[config.mk]
export PLATFORM = sky130hd
export DESIGN_NAME = loader_write_queue
export DESIGN_NICKNAME = d
export VERILOG_FILES = /design/src/rtl/loader_write_queue.sv
export SDC_FILE = /design/constraint.sdc
export NUM_CORES = 1
export LEC_CHECK = 0
export CORE_UTILIZATION = 55
export CTS_BUF_LIST = sky130_fd_sc_hd__clkbuf_8
export DETAILED_ROUTE_END_ITERATION = 10
export PLACE_DENSITY = 0.78
export SYNTH_ARGS = -nofsm -noshare
export SYNTH_HDL_FRONTEND = slang
export SYNTH_SLANG_ARGS = --single-unit
[constraint.sdc]
create_clock -name clk -period 3.15 [get_ports clk]
set_clock_uncertainty 0.05 [all_clocks]
set_input_delay 0.63 -clock clk [delete_from_list [all_inputs] [get_ports clk]]
set_output_delay 0.63 -clock clk [all_outputs]
set_load 0.02 [all_outputs]
[src/rtl/loader_write_queue.sv]
// Loader-to-SDRAM write queue: buffers iNES loader byte writes and issues one per memory slot.
// Optional LOADER_QUEUE_CHECKSUM_EN adds a running 16-bit sum of accepted bytes.
module loader_write_queue #(
    parameter int DEPTH_LOG2 = 2
) (
    input  logic                  clk,
    input  logic                  reset_n,
    input  logic                  in_write,
    input  logic [21:0]           in_addr,
    input  logic [7:0]            in_data,
    input  logic                  slot,
    input  logic                  flush,
    output logic                  out_write,
    output logic [21:0]           out_addr,
    output logic [7:0]            out_data,
    output logic [DEPTH_LOG2:0]   level,
    output logic                  empty,
`ifdef LOADER_QUEUE_CHECKSUM_EN
    output logic [15:0]           checksum,
`endif
    output logic                  overflow
);
    localparam int DEPTH = 1 << DEPTH_LOG2;
    localparam int PW    = DEPTH_LOG2 + 1;

    typedef struct packed {
        logic [21:0] addr;
        logic [7:0]  data;
    } entry_t;

    entry_t          mem [DEPTH];
    entry_t          head;
    logic [PW-1:0]   wr_ptr, rd_ptr, wr_nxt, rd_nxt;
    logic            q_empty, full, pop, push, drop;

    // Queue state as of the start of the cycle; a same-cycle push never feeds the pop.
    always_comb begin
        q_empty = (wr_ptr == rd_ptr);
        full    = (wr_ptr[PW-1] != rd_ptr[PW-1]) && (wr_ptr[PW-2:0] == rd_ptr[PW-2:0]);
        pop     = slot && !q_empty;
        push    = in_write && (!full || pop);
        drop    = in_write && full && !pop;
        wr_nxt  = push ? wr_ptr + PW'(1) : wr_ptr;
        rd_nxt  = pop  ? rd_ptr + PW'(1) : rd_ptr;
        head    = mem[rd_ptr[PW-2:0]];
    end

    always_ff @(posedge clk) begin
        if (push && !flush)
            mem[wr_ptr[PW-2:0]] <= '{addr: in_addr, data: in_data};
    end

    always_ff @(posedge clk or negedge reset_n) begin
        if (!reset_n) begin
            wr_ptr    <= '0;
            rd_ptr    <= '0;
            level     <= '0;
            empty     <= 1'b1;
            overflow  <= 1'b0;
            out_write <= 1'b0;
            out_addr  <= '0;
            out_data  <= '0;
        end else if (flush) begin
            wr_ptr    <= '0;
            rd_ptr    <= '0;
            level     <= '0;
            empty     <= 1'b1;
            overflow  <= 1'b0;
            out_write <= 1'b0;
        end else begin
            wr_ptr <= wr_nxt;
            rd_ptr <= rd_nxt;
            level  <= wr_nxt - rd_nxt;
            empty  <= (wr_nxt == rd_nxt);
            if (drop)
                overflow <= 1'b1;
            // Outputs only move on slot cycles so each request spans a full slot.
            if (slot) begin
                out_write <= pop;
                if (pop) begin
                    out_addr <= head.addr;
                    out_data <= head.data;
                end
            end
        end
    end

`ifdef LOADER_QUEUE_CHECKSUM_EN
    always_ff @(posedge clk or negedge reset_n) begin
        if (!reset_n)
            checksum <= '0;
        else if (flush)
            checksum <= '0;
        else if (push)
            checksum <= checksum + {8'h00, in_data};
    end
`endif

endmodule

==> results.toml, run 1 <==
[power_and_ir_drop]
p_per_area_nw_per_um2 = 750
ir_drop_uv = 520
p_leak_nw = 2.71

[sta]
hold_viol = 0
relSlewSlack_pct = 30.8
setup_viol = 0
drv_slew = 0
period_share_pct = 82.5
fin_crit_ns = 2.60
rsz0062_at_grt = "no"
final.setup.tns_ns = 0
tightest_slew_ns = 1.04
clock.fmax_ghz = 0.385

[logic_synthesis]
async_flop_share_pct = 25.9
synth_area_um2 = 6310
synth-seq-cells = 162
synth_seq_area_share_pct = 73.7
yosys-top-cells-area = "edfxtp_1, dfrtp_1, mux4_2"
synth_top_area_cell = "edfxtp_1"
synth-main-ff-cell = "edfxtp_1"
syn_area_per_cell_um2 = 21.5
syn_nets = 337
netlist_instances = 294
yosysTopAreaCellShare_pct = 57.1
synthDistinctLibCells = 32
synth_edf_count = 120
yosysWarnings = 0

[clock_tree]
postCtsHoldBufs = 0
clockRootBuffer = "clkbuf_8"
clock-sinks = 162
clock_latency_ns = 0.44
cts_resized = 0
post-cts-setup-buffers = 0
cts-htree-levels = 4
cts.path.max_buffers = 2
cts.clk_slew.worst_paths_ns = 0.09
cts_tree = "done"
numCtsBuffers = 17

[grt]
grt_pass1_vias = 3192
grt_antenna_before_repair = 0
gr-usage-all-layers_pct = 19.9
overflow = 0
grt_max_degree = 43
grt_pass1_wl_um = 16500

[route]
drc = 0
drtIter0Drc = 170
ant_nets = 0
drt-total-wl_um = 10500
drt_pre_antenna_iters = 4
num_vias = 2936
avgRoutedWirePerCell_um = 19.6
viasPerCell = 5.50

[final_layout]
nNetsFinal = 424
drive_above_1_share_pct = 29.4
syn2layout_area_growth_pct = 20.6
n_antenna_cell = 0
final_common_cell = "edfxtp_1"
fin_area_um2 = 7610
final_cell_mix = "edfxtp_1, clkdlybuf4s50_1, dfrtp_1"

[placement]
placed_cell_area_um2 = 7260
hpwl_um = 6440
portBuffers = 70
finalWeightedCongestion = 0.799

[outcome]
status = "complete, no violations"

[floorplan]
fp-row-count = 38
die_x_um = 109
start_util_pct = 57.2
ios = 71
die_area_um2 = 11900
core_um2 = 11000
die_h_um = 109

[worst_setup_path]
end_kind = "flip-flop"
crit_type = "reg2reg"
crit_path_start_kind = "flip-flop"
path_cells = "xor2_1 > or2_4 > o21ai_4 > mux2i_1 > inv_1 > fa_1 > nor2b_1 > mux2_2"
critical_path_arrival_ns = 2.88
crit_path_top_delay_cell = "dfrtp_1"
worstPathMaxFanout = 5
critical_path_required_ns = 3.43
critPathMaxStageDelay_ns = 0.45

[run]
drv_cap = 0

[hold_path]
hp-class = "in2async"
## layer usage
| layer | global-route usage, % | vias to the layer above | wire length (um) |
|---|---|---|---|
| met4 | 6.76 | 0 | 105 |
| li1 | - | 1331 | - |
| met3 | 6.04 | 11 | 662 |
| met1 | 24.9 | 1511 | 4360 |
| met2 | 33.0 | 83 | 5340 |
| met5 | 0 | - | 0 |
## sequential cells by signal (all words and copies together) (netlist names)
name and cells:
out_addr 22, out_write 1, empty 1, wr_ptr 3, out_data 8, mem 120, overflow 1, level 3
rd_ptr 3
## stage by stage
step	setup WS [ns]	hold WS (ns)	util, %	cells	total power, mW
6_report	0.553	0.315	69.0	534	5.71
5_1_grt	0.366	0.398	69.0	534	5.98
4_1_cts	0.545	0.337	69.0	534	5.79
3_5_place_dp	0.259	0.446	65.8	502	4.43
3_3_place_gp	0.317	0.429	65.8	502	4.40
2_1_floorplan	0.686	0.284	-	294	3.76
## cell usage after synthesis (4+ instances only)
library cell and count:
ha_1 7, buf_2 5, nor2_1 10, mux2i_1 4, dfrtp_1 41, inv_1 5
clkbuf_1 4, mux4_2 30, edfxtp_1 120, and2_1 5, mux2_4 30
## area by class of cell
type / count / area, um2
clock buffer: 18 / 248
multi-input combinational: 115 / 1580
sequential: 162 / 4660
tap: 140 / 175
timing repair buffer: 80 / 833
inverter: 5 / 18.8
clock inverter: 14 / 105
fill: 724 / 3420
## cell families (layout without fill, tap and decap cells)
logic type / Yosys count / in the layout / synth area share (%)
XOR/XNOR: 6 / 6 / 0.951
multiplexers: 66 / 66 / 18.8
buffers and inverters: 17 / 117 / 1.47
adder cells (fa/ha/maj): 8 / 8 / 1.70
flip-flops: 162 / 162 / 73.7
AND/OR/NAND/NOR: 26 / 26 / 2.04
AO/OA/AOI/OAI: 9 / 9 / 1.29
## worst max-delay path, delay by kind of cell, from the launching register on
| family | cells | cell delay, ns |
|---|---|---|
| simple gates | 2 | 0.46 |
| buf+inv | 1 | 0.10 |
| mux | 2 | 0.58 |
| flops | 1 | 0.45 |
| compound gates | 1 | 0.24 |
| xor+xnor | 1 | 0.19 |
| fa+ha+maj | 1 | 0.42 |
## power by group
group	internal [mW]	switching, mW	leakage [nW]	total [mW]
sequential	2.57	0.147	1.60	2.72
combinational	0.932	0.712	0.929	1.64
clock	0.579	0.774	0.182	1.35
total	4.08	1.63	2.71	5.71
## path summary, 6_finish.rpt
kind,startpoint,end,slack (ns),cells after the start
worst min-delay path,reset_n,out_addr[17],0.32,1
max in group asynchronous,reset_n,rd_ptr[1],2.02,1
worst max-delay path,wr_ptr[1],level[2],0.55,8
min in group clk,overflow,overflow,0.46,2
worst min register to register,overflow,overflow,0.46,2
worst max register to register,wr_ptr[1],level[2],0.55,8
No activity file was read; power rests on OpenSTA's default activity.
==> run 2: changes to the inputs <==
==> constraint.sdc (replaced) <==
create_clock -name clk -period 2.6 [get_ports clk]
set_clock_uncertainty 0.05 [all_clocks]
set_input_delay 0.52 -clock clk [delete_from_list [all_inputs] [get_ports clk]]
set_output_delay 0.52 -clock clk [all_outputs]
set_load 0.02 [all_outputs]
==> run 2 against run 1 <==
Global-route usage is 0.97 points higher. Worst setup slack worse by 0.48 ns. First-iteration DRC count is 24% lower. Power is 29% higher. Critical endpoint unchanged. Largest cell class unchanged.
==> results.toml, run 2 (synthesis results as in run 1) <==
[sta]
setup_viol = 0
tightest_slew_ns = 0.843
clock.fmax_ghz = 0.396
relSlewSlack_pct = 43.8
fin_crit_ns = 2.53
drv_slew = 0
period_share_pct = 97.2
final.setup.tns_ns = 0
hold_viol = 0

[grt]
grt_pass1_wl_um = 17100
grt_antenna_before_repair = 0
grt_pass1_vias = 3206
overflow = 0
grt_max_degree = 33
gr-usage-all-layers_pct = 20.8

[clock_tree]
clock-sinks = 162
numCtsBuffers = 17
cts_tree = "done"
cts-htree-levels = 4
clockRootBuffer = "clkbuf_8"
clock_latency_ns = 0.45
cts.path.max_buffers = 2
postCtsHoldBufs = 0
cts.clk_slew.worst_paths_ns = 0.08

[run]
drv_cap = 0

[worst_setup_path]
path_delay_family = "adder cells"
end_kind = "flip-flop"
path_cells = "xor2_1 > or2_4 > o31ai_4 > xnor2_2 > ha_1 > fa_1 > nor2b_1 > mux2_2"
critical_path_required_ns = 2.88
crit_type = "reg2reg"
critical_path_arrival_ns = 2.81
crit_buf_inv = 0
crit_path_top_delay_cell = "dfrtp_2"
crit_path_start_kind = "flip-flop"
worstPathMaxFanout = 4
critPathMaxStageDelay_ns = 0.42

[route]
drc = 0
drt_pre_antenna_iters = 4
num_vias = 2995
viasPerCell = 5.57
avgRoutedWirePerCell_um = 20.6
drt-total-wl_um = 11100
ant_nets = 0
drtIter0Drc = 129

[final_layout]
nFillCells = 687
n_antenna_cell = 0
nNetsFinal = 428
syn2layout_area_growth_pct = 21.9
final_common_cell = "edfxtp_1"
largest_reg_flops = 120
final_cell_mix = "edfxtp_1, clkdlybuf4s50_1, dfrtp_1"
drive_above_1_share_pct = 30.4
finalNonFillerCells = 538

[placement]
portBuffers = 70
hpwl_um = 6600
dp_cells = 503
finalWeightedCongestion = 0.796

[floorplan]
start_util_pct = 57.2
fp-row-count = 38
die_area_um2 = 11900
core_um2 = 11000
die_x_um = 109
ios = 71
die_h_um = 109

[power_and_ir_drop]
p_per_area_nw_per_um2 = 955
p_leak_nw = 2.78
ir_drop_uv = 678

[outcome]
status = "complete, no violations"

[hold_path]
hp-class = "in2async"
-- run 2: changes by cell type in the layout (fill, tap and decap cells not counted) --
cell        change
clkinv_2        +2
clkbuf_8        +3
buf_4           +8
inv_8           -1
xnor2_1         -1
inv_6           -5
clkinvlp_4      -2
bufinv_16       +4
buf_12          -4
xnor2_2         +1
clkinv_4        -1
-- run 2: where the power goes --
part	switching, mW	internal [mW]	leakage, nW
clock network	0.863	1.14	0.235
registers	0.191	3.12	1.60
logic	0.882	1.16	0.940
-- run 2: layout make-up --
type	count	area [um2]	share of cell area, %
Clock inverter	11	156	2.03
Clock buffer	21	289	3.76
Tap cell	140	175	2.28
Inverter	5	18.8	0.244
Sequential cell	162	4660	60.5
Multi-Input combinational cell	115	1580	20.6
Timing Repair Buffer	84	813	10.6
-- run 2: path summary, 6_finish.rpt --
kind	depth (start not counted)	from	endpoint	slack (ns)
worst min register to register	2	overflow	overflow	0.47
max in group asynchronous	2	reset_n	empty	1.71
worst max register to register	8	rd_ptr[0]	level[2]	0.07
min in group clk	2	overflow	overflow	0.47
worst min-delay path	1	reset_n	out_data[0]	0.005
worst max-delay path	8	rd_ptr[0]	level[2]	0.07
-- run 2: per-layer routing --
metal | up-vias | share of wire [%] | GRT usage (%)
met1 | 1567 | 42 | 25.3
met5 | - | 0 | 0
met4 | 0 | 1.7 | 8.40
met3 | 19 | 4.1 | 6.34
met2 | 73 | 53 | 34.8
li1 | 1336 | - | -
-- run 2: per-stage QoR --
step / hold WS (ns) / area, um2 / setup WS (ns) / util, % / total power [mW]
6_report: 0.00467 / 7690 / 0.0723 / 69.8 / 7.35
5_1_grt: 0.00755 / 7690 / -0.00284 / 69.8 / 7.66
4_1_cts: 0.00146 / 7660 / 0.0329 / 69.5 / 7.40
3_5_place_dp: 0.452 / 7220 / -0.0551 / 65.4 / 5.41
3_3_place_gp: 0.430 / 7220 / -0.00658 / 65.4 / 5.36
2_1_floorplan: 0.174 / 6310 / 0.136 / - / 4.56
-- run 2: timing repair --
action                                  4_1_cts  5_1_grt
resized for setup                             0        1
buffers inserted                              0        3
endpoints found under the setup margin        0        1
-- run 2: worst register-to-register path: stages (launching register included) --
cell	delay (ns)
dfrtp_2	0.42
xor2_1	0.18
or2_4	0.30
o31ai_4	0.35
xnor2_2	0.11
ha_1	0.21
fa_1	0.38
nor2b_1	0.15
mux2_2	0.26
